==> config.mk <==
export PLATFORM = sky130hd
export DESIGN_NAME = mem_arbiter_flat
export DESIGN_NICKNAME = d
export VERILOG_FILES = /design/src/rtl/mem_arbiter_if.sv /design/src/rtl/mem_arbiter.sv /design/src/flat_wrapper.sv
export SDC_FILE = /design/constraint.sdc
export NUM_CORES = 1
export LEC_CHECK = 0
export ABC_AREA = 1
export ABC_CLOCK_PERIOD_IN_PS = 1300
export BUFFER_PORTS_ARGS = -buffer_cell sky130_fd_sc_hd__buf_4
export CAP_MARGIN = 30
export CORE_AREA = 2 2 106 108
export DETAILED_ROUTE_END_ITERATION = 16
export DIE_AREA = 0 0 108 110
export PLACE_DENSITY = 0.78
export SETUP_SLACK_MARGIN = 0.02
export SYNTH_ARGS = -nofsm -noshare
export SYNTH_HDL_FRONTEND = slang
export SYNTH_SLANG_ARGS = --single-unit
==> constraint.sdc <==
create_clock -name clk -period 1.3 [get_ports clk]
set_clock_uncertainty 0.15 [all_clocks]
set_input_delay 0.065 -clock clk [delete_from_list [all_inputs] [get_ports clk]]
set_output_delay 0.065 -clock clk [all_outputs]
set_load 0.01 [all_outputs]
==> src/rtl/mem_arbiter_if.sv <==
// -----------------------------------------------------------------------------
// mem_arbiter_if
// Signal bundle between the core's instruction-fetch port, its data port,
// the mem_arbiter and the shared SRAM controller.
//   i_*  : fetch requester (req/addr in, gnt/rvalid/rdata out of the arbiter)
//   d_*  : data requester  (req/addr/we/wdata in, gnt/rvalid/rdata out)
//   m_*  : memory side     (req/addr/we/wdata out, gnt/rvalid/rdata in)
// Modports:
//   slave  : the arbiter's view
//   master : the environment's view (core requesters + memory controller)
// -----------------------------------------------------------------------------
interface mem_arbiter_if #(
  parameter int ADDR_W = 32,
  parameter int DATA_W = 32
);
  localparam int BE_W = DATA_W / 8;

  // Fetch port
  logic              i_req;
  logic [ADDR_W-1:0] i_addr;
  logic              i_gnt;
  logic              i_rvalid;
  logic [DATA_W-1:0] i_rdata;

  // Data port
  logic              d_req;
  logic [ADDR_W-1:0] d_addr;
  logic [BE_W-1:0]   d_we;
  logic [DATA_W-1:0] d_wdata;
  logic              d_gnt;
  logic              d_rvalid;
  logic [DATA_W-1:0] d_rdata;

  // Memory port
  logic              m_req;
  logic [ADDR_W-1:0] m_addr;
  logic [BE_W-1:0]   m_we;
  logic [DATA_W-1:0] m_wdata;
  logic              m_gnt;
  logic              m_rvalid;
  logic [DATA_W-1:0] m_rdata;

  modport slave (
    input  i_req, i_addr,
    output i_gnt, i_rvalid, i_rdata,
    input  d_req, d_addr, d_we, d_wdata,
    output d_gnt, d_rvalid, d_rdata,
    output m_req, m_addr, m_we, m_wdata,
    input  m_gnt, m_rvalid, m_rdata
  );

  modport master (
    output i_req, i_addr,
    input  i_gnt, i_rvalid, i_rdata,
    output d_req, d_addr, d_we, d_wdata,
    input  d_gnt, d_rvalid, d_rdata,
    input  m_req, m_addr, m_we, m_wdata,
    output m_gnt, m_rvalid, m_rdata
  );
endinterface

==> src/rtl/mem_arbiter.sv <==
// -----------------------------------------------------------------------------
// mem_arbiter
// Shares one single-port memory between an instruction-fetch port and a data
// port. One transaction is in flight at a time; the payload is captured into
// registers on grant and the response is routed back to the owning port.
// Data has priority, but after MAX_D_STREAK consecutive data grants while a
// fetch is waiting, the fetch wins.
// Ports:
//   clk   : clock, all state on rising edge
//   rst   : asynchronous active-low reset
//   bus   : mem_arbiter_if.slave (fetch, data and memory handshakes)
//   busy  : a transaction is in flight (registered)
//   err   : sticky protocol error (unexpected m_rvalid or m_gnt)
// -----------------------------------------------------------------------------
module mem_arbiter #(
  parameter int ADDR_W       = 32,
  parameter int DATA_W       = 32,
  parameter int MAX_D_STREAK = 4
) (
  input  logic         clk,
  input  logic         rst,
  mem_arbiter_if.slave bus,
  output logic         busy,
  output logic         err
);
  localparam int BE_W     = DATA_W / 8;
  localparam int STREAK_W = $clog2(MAX_D_STREAK + 1);
  localparam logic [STREAK_W-1:0] STREAK_MAX = STREAK_W'(MAX_D_STREAK);
  localparam logic [STREAK_W-1:0] STREAK_ONE = STREAK_W'(1);

  typedef enum logic [1:0] {
    IDLE = 2'd0,
    REQ  = 2'd1,
    WAIT = 2'd2
  } state_e;

  typedef enum logic {
    OWN_I = 1'b0,
    OWN_D = 1'b1
  } owner_e;

  state_e              state_q,  state_d;
  owner_e              owner_q,  owner_d;
  logic [STREAK_W-1:0] streak_q, streak_d;
  logic [ADDR_W-1:0]   addr_q,   addr_d;
  logic [BE_W-1:0]     we_q,     we_d;
  logic [DATA_W-1:0]   wdata_q,  wdata_d;
  logic                req_q,    req_d;
  logic                busy_q,   busy_d;
  logic                err_q,    err_d;

  logic window;
  logic d_win;
  logic i_win;

  // Arbitration window, winner selection, payload capture and next state
  always_comb begin
    state_d  = state_q;
    owner_d  = owner_q;
    streak_d = streak_q;
    addr_d   = addr_q;
    we_d     = we_q;
    wdata_d  = wdata_q;
    window   = 1'b0;
    d_win    = 1'b0;
    i_win    = 1'b0;

    // The window is gated by rst so no grant can be seen during reset.
    case (state_q)
      IDLE: begin
        window = rst;
      end
      REQ: begin
        if (bus.m_gnt) begin
          state_d = WAIT;
        end else begin
          state_d = REQ;
        end
      end
      WAIT: begin
        if (bus.m_rvalid) begin
          window = rst;
        end else begin
          window = 1'b0;
        end
      end
      default: begin
        state_d = IDLE;
      end
    endcase

    if (window) begin
      if (bus.d_req && (!bus.i_req || (streak_q != STREAK_MAX))) begin
        d_win   = 1'b1;
        state_d = REQ;
        owner_d = OWN_D;
        addr_d  = bus.d_addr;
        we_d    = bus.d_we;
        wdata_d = bus.d_wdata;
        // Streak only counts data grants that make a fetch wait.
        if (bus.i_req) begin
          if (streak_q != STREAK_MAX) begin
            streak_d = streak_q + STREAK_ONE;
          end else begin
            streak_d = streak_q;
          end
        end else begin
          streak_d = {STREAK_W{1'b0}};
        end
      end else if (bus.i_req) begin
        i_win    = 1'b1;
        state_d  = REQ;
        owner_d  = OWN_I;
        addr_d   = bus.i_addr;
        we_d     = {BE_W{1'b0}};
        wdata_d  = {DATA_W{1'b0}};
        streak_d = {STREAK_W{1'b0}};
      end else begin
        state_d = IDLE;
      end
    end else begin
      i_win = 1'b0;
    end
  end

  // Registered output next-state and sticky error detection
  always_comb begin
    req_d  = (state_d == REQ);
    busy_d = (state_d != IDLE);
    if ((bus.m_rvalid && (state_q != WAIT)) || (bus.m_gnt && (state_q != REQ))) begin
      err_d = 1'b1;
    end else begin
      err_d = err_q;
    end
  end

  // Response routing: only the owner sees rvalid/rdata, the other port reads 0
  always_comb begin
    bus.i_rvalid = 1'b0;
    bus.i_rdata  = {DATA_W{1'b0}};
    bus.d_rvalid = 1'b0;
    bus.d_rdata  = {DATA_W{1'b0}};
    if ((state_q == WAIT) && bus.m_rvalid) begin
      if (owner_q == OWN_D) begin
        bus.d_rvalid = 1'b1;
        bus.d_rdata  = bus.m_rdata;
      end else begin
        bus.i_rvalid = 1'b1;
        bus.i_rdata  = bus.m_rdata;
      end
    end else begin
      bus.i_rvalid = 1'b0;
    end
  end

  // State and payload registers
  always_ff @(posedge clk or negedge rst) begin
    if (!rst) begin
      state_q  <= IDLE;
      owner_q  <= OWN_I;
      streak_q <= {STREAK_W{1'b0}};
      addr_q   <= {ADDR_W{1'b0}};
      we_q     <= {BE_W{1'b0}};
      wdata_q  <= {DATA_W{1'b0}};
      req_q    <= 1'b0;
      busy_q   <= 1'b0;
      err_q    <= 1'b0;
    end else begin
      state_q  <= state_d;
      owner_q  <= owner_d;
      streak_q <= streak_d;
      addr_q   <= addr_d;
      we_q     <= we_d;
      wdata_q  <= wdata_d;
      req_q    <= req_d;
      busy_q   <= busy_d;
      err_q    <= err_d;
    end
  end

  assign bus.i_gnt   = i_win;
  assign bus.d_gnt   = d_win;
  assign bus.m_req   = req_q;
  assign bus.m_addr  = addr_q;
  assign bus.m_we    = we_q;
  assign bus.m_wdata = wdata_q;
  assign busy        = busy_q;
  assign err         = err_q;

endmodule

==> src/flat_wrapper.sv <==
// flat-port wrapper written by rule: the top's interface ports become plain ports
module mem_arbiter_flat 
#(
  parameter int ADDR_W       = 32,
  parameter int DATA_W       = 32,
  parameter int MAX_D_STREAK = 4
)
  (clk, rst, busy, err, bus_i_req, bus_i_addr, bus_i_gnt, bus_i_rvalid, bus_i_rdata, bus_d_req, bus_d_addr, bus_d_we, bus_d_wdata, bus_d_gnt, bus_d_rvalid, bus_d_rdata, bus_m_req, bus_m_addr, bus_m_we, bus_m_wdata, bus_m_gnt, bus_m_rvalid, bus_m_rdata);
  mem_arbiter_if #(.ADDR_W(ADDR_W), .DATA_W(DATA_W)) bus_i ();
  input  logic clk;
  input  logic rst;
  output logic busy;
  output logic err;
  input wire logic [$bits(bus_i.i_req)-1:0] bus_i_req;
  input wire logic [$bits(bus_i.i_addr)-1:0] bus_i_addr;
  output wire logic [$bits(bus_i.i_gnt)-1:0] bus_i_gnt;
  output wire logic [$bits(bus_i.i_rvalid)-1:0] bus_i_rvalid;
  output wire logic [$bits(bus_i.i_rdata)-1:0] bus_i_rdata;
  input wire logic [$bits(bus_i.d_req)-1:0] bus_d_req;
  input wire logic [$bits(bus_i.d_addr)-1:0] bus_d_addr;
  input wire logic [$bits(bus_i.d_we)-1:0] bus_d_we;
  input wire logic [$bits(bus_i.d_wdata)-1:0] bus_d_wdata;
  output wire logic [$bits(bus_i.d_gnt)-1:0] bus_d_gnt;
  output wire logic [$bits(bus_i.d_rvalid)-1:0] bus_d_rvalid;
  output wire logic [$bits(bus_i.d_rdata)-1:0] bus_d_rdata;
  output wire logic [$bits(bus_i.m_req)-1:0] bus_m_req;
  output wire logic [$bits(bus_i.m_addr)-1:0] bus_m_addr;
  output wire logic [$bits(bus_i.m_we)-1:0] bus_m_we;
  output wire logic [$bits(bus_i.m_wdata)-1:0] bus_m_wdata;
  input wire logic [$bits(bus_i.m_gnt)-1:0] bus_m_gnt;
  input wire logic [$bits(bus_i.m_rvalid)-1:0] bus_m_rvalid;
  input wire logic [$bits(bus_i.m_rdata)-1:0] bus_m_rdata;
  assign bus_i.i_req = bus_i_req;
  assign bus_i.i_addr = bus_i_addr;
  assign bus_i_gnt = bus_i.i_gnt;
  assign bus_i_rvalid = bus_i.i_rvalid;
  assign bus_i_rdata = bus_i.i_rdata;
  assign bus_i.d_req = bus_d_req;
  assign bus_i.d_addr = bus_d_addr;
  assign bus_i.d_we = bus_d_we;
  assign bus_i.d_wdata = bus_d_wdata;
  assign bus_d_gnt = bus_i.d_gnt;
  assign bus_d_rvalid = bus_i.d_rvalid;
  assign bus_d_rdata = bus_i.d_rdata;
  assign bus_m_req = bus_i.m_req;
  assign bus_m_addr = bus_i.m_addr;
  assign bus_m_we = bus_i.m_we;
  assign bus_m_wdata = bus_i.m_wdata;
  assign bus_i.m_gnt = bus_m_gnt;
  assign bus_i.m_rvalid = bus_m_rvalid;
  assign bus_i.m_rdata = bus_m_rdata;
  mem_arbiter #(.ADDR_W(ADDR_W), .DATA_W(DATA_W), .MAX_D_STREAK(MAX_D_STREAK)) u_core (.clk(clk), .rst(rst), .bus(bus_i), .busy(busy), .err(err));
endmodule
==> flow_summary.yaml <==
clocking:
  clkLatencyLatePin_ns: 0.36
  cts.sinks: 77
  numCtsBuffers: 9
  cts_root_buf: "clkbuf_8"
  cts_tree: "done"
  clk_path_buf_depth: 2
  clk_pin_slew_ns: 0.07
  ctsHtreeMaxLevel: 3
setup_path:
  rrSetupSlack_ns: -0.58
  rr_endpoint: "u_core.bus.m_addr[7]"
  worstPathRequired_ns: 1.09
  start_kind: "register"
  worstRegToRegCells: 9
  path_class: "reg2out"
  max_stage_delay_ns: 0.39
  crit_start: "u_core.state_q[0]"
  reg2reg_from: "u_core.state_q[1]"
  crit_arrival_ns: 1.71
  worstSetupEndpointType: "output port"
  crit_path_end: "bus_i_rdata[1]"
  crit_fanout: 6
  slowest_stage: "dfrtp_1"
  path_cells: "inv_2 -> nand2_4 -> nor2_4 -> nand2_4 -> buf_4 -> buf_6 -> nor2_2 -> buf_4"
cells_and_area:
  register_area_um2: 1927
  drive_gt1_share_pct: 49.95
  fin_nets: 1132
  multiInputGateArea_um2: 2390
  area_growth_pct: 135.2
  diodes: 0
  fillers: 490
placed_design:
  detailed_place_hpwl_um: 10500
  io_buffers: 276
  gp_congestion: 0.8304
drt:
  ant_nets: 0
  first_pass_iters: 6
  wl_um: 23380
  vias: 6003
  drtIter0Drc: 463
  routed_via_density: 5.280
  post_drt_wl_per_cell_um: 20.56
  drc_errors: 0
timing:
  drv_slew: 0
  rsz0062_at_grt: "yes"
  hold_viol_final: 0
  setup-violations-final: 144
  tightest_slew_ns: 0.4761
  finalCritPeriodShare_pct: 148.0
  timing.slew.headroom_pct: 68.26
  tns_ns: -68.15
  fmax_ghz: 0.5198
  holdWs_ns: 0.006961
  fin_crit_ns: 1.924
  fin_ws_ns: -0.6237
power_and_ir_drop:
  peakVddDrop_uv: 1003
  power.total_mw: 12.87
  p_leak_nw: 4.925
  power.density_nw_per_um2: 1397
synthesis:
  yosysSeqAreaShare_pct: 49.15
  synth_area_leader_cell: "dfrtp_1"
  synth_top_area_share_pct: 49.15
  syn_inst: 560
  ys_ff_latch: 77
  yosys.cell_types.count: 19
  yosys-top-cells-area: "dfrtp_1 (49%), nand2_1 (27%), nor2_1 (6.5%)"
  avgSynthCellArea_um2: 7.000
  syn-num-nets: 700
  synth_warnings: 0
  syn_area_um2: 3920
global_routing:
  grt_start_max_net_pins: 78
  grt_pass1_vias: 6144
  overflow: 0
  antenna_found_initial: 0
  grt.total_usage_pct: 34.13
  grt_pass1_wl_um: 31130
die:
  die_area_um2: 11880
  die_w_um: 108
  die_h_um: 110
  core_area_um2: 10700
  fp-row-count: 38
  ioPinCount: 277
  start_util_pct: 36.64
status:
  violations: "setup timing"
  status: "complete, but fails checks"
hold_path:
  holdCritStartpoint: "rst"
  hp-class: "in2reg"
run:
  maxCapViolCount: 0
## area by class of cell
class | count | area share, %
timing repair buffer | 452 | 47.48
clock inverter | 4 | 0.2579
sequential | 77 | 20.90
clock buffer | 12 | 1.574
multi-input combinational | 405 | 25.92
tap | 140 | 1.900
inverter | 47 | 1.968
## state kept, by name, indices dropped and copies added, names as in the netlist
| signal | cells |
|---|---|
| u_core.bus.m_addr | 32 |
| u_core.bus.m_wdata | 32 |
| u_core.bus.m_we | 4 |
| u_core.streak_q | 3 |
| u_core.state_q | 2 |
| u_core.bus.m_req | 1 |
| u_core.busy | 1 |
| u_core.err | 1 |
| u_core.owner_q | 1 |
## timing repair
action                     in CTS  in global routing
hold buffers                  104                  0
setup buffers                  20                 12
pin swaps                      25                 12
gates cloned                    9                  7
resized for setup             119                 73
setup endpoints to repair     140                143
hold endpoints to repair      153                  0
## through the flow
stage	setup WS (ns)	instance area [µm²]	util, %	std cells
5_1_grt	-0.7059	9219	86.18	1137
2_1_floorplan	-0.08002	4437	-	560
6_report	-0.6237	9219	86.18	1137
3_3_place_gp	-0.1611	6760	63.19	975
4_1_cts	-0.5233	8788	82.15	1123
3_5_place_dp	-0.2106	6760	63.19	975
## worst min-delay path by stage
stage	to	slack (ns)	cells after the start
CTS	u_core.state_q[1]	-0.002	4
global placement	u_core.streak_q[2]	0.02	2
detailed placement	u_core.owner_q	0.02	2
finish	u_core.state_q[1]	0.007	4
floorplan	u_core.bus.m_addr[0]	-0.38	0
global route	u_core.state_q[1]	0.01	4
## logic make-up (layout without fill, tap and decap cells)
family                   count (synthesis)  in the layout  share of synthesized area [%]
AO/OA/AOI/OAI                            6              6                         0.8298
adder cells (fa/ha/maj)                  2              2                         0.6383
buffers and inverters                   78            515                          9.416
flip-flops                              77             77                          49.15
AND/OR/NAND/NOR                        397            397                          39.96
## cells in the mapped netlist
cell type and number:
inv_1 44, a21oi_1 2, inv_2 3, a21boi_1 1
nor2_1 68, buf_1 2, nor3_1 1, ha_1 2
nor2_2 2, nand3_1 35, nand2_1 287, nand3_2 3
buf_2 16, buf_4 3, clkbuf_1 4, buf_6 6
o21ai_0 3, nand2_4 1, dfrtp_1 77
## critical path: cells and delay by family, from the launching register on
kind / cells / cell delay (ns)
simple gates: 4 / 0.47
buf+inv: 4 / 0.51
flops: 1 / 0.39
## layout by cell type, fill, tap and decap left out
cell type,Yosys,final
nand3_1,35,15
nand2_4,1,7
nand3_4,0,4
nand2_1,287,252
nor3_2,0,1
buf_12,0,17
buf_6,6,72
buf_16,0,7
clkbuf_8,0,10
inv_1,44,41
nand2_2,0,28
buf_4,3,244
dlygate4sd3_1,0,104
clkbuf_1,4,2
dfrtp_1,77,77
a21oi_1,2,2
nor2_4,0,64
nand3_2,3,19
ha_1,2,1
nor2_1,68,2
buf_8,0,4
inv_2,3,5
clkinv_4,0,2
ha_2,0,1
nor2_2,2,4
nand2_8,0,1
o21ai_0,3,3
a21boi_4,0,1
clkbuf_16,0,4
clkinv_2,0,3
## where the power goes
part           total (mW)  switching, mW  internal, mW  leakage [nW]
registers            4.21          0.786          3.42         0.974
clock network        1.65          0.912         0.742        0.0901
logic                7.01           3.50          3.51          3.86
total                12.9           5.20          7.68          4.93
## layer usage
metal	wire (µm)	global-route usage, %	vias to the layer above
li1	-	-	2533
met1	7325	35.09	2750
met2	11480	60.56	521
met3	2378	9.289	199
met4	2193	23.63	0
met5	0	0	-
(Power assumes the default switching activity.)
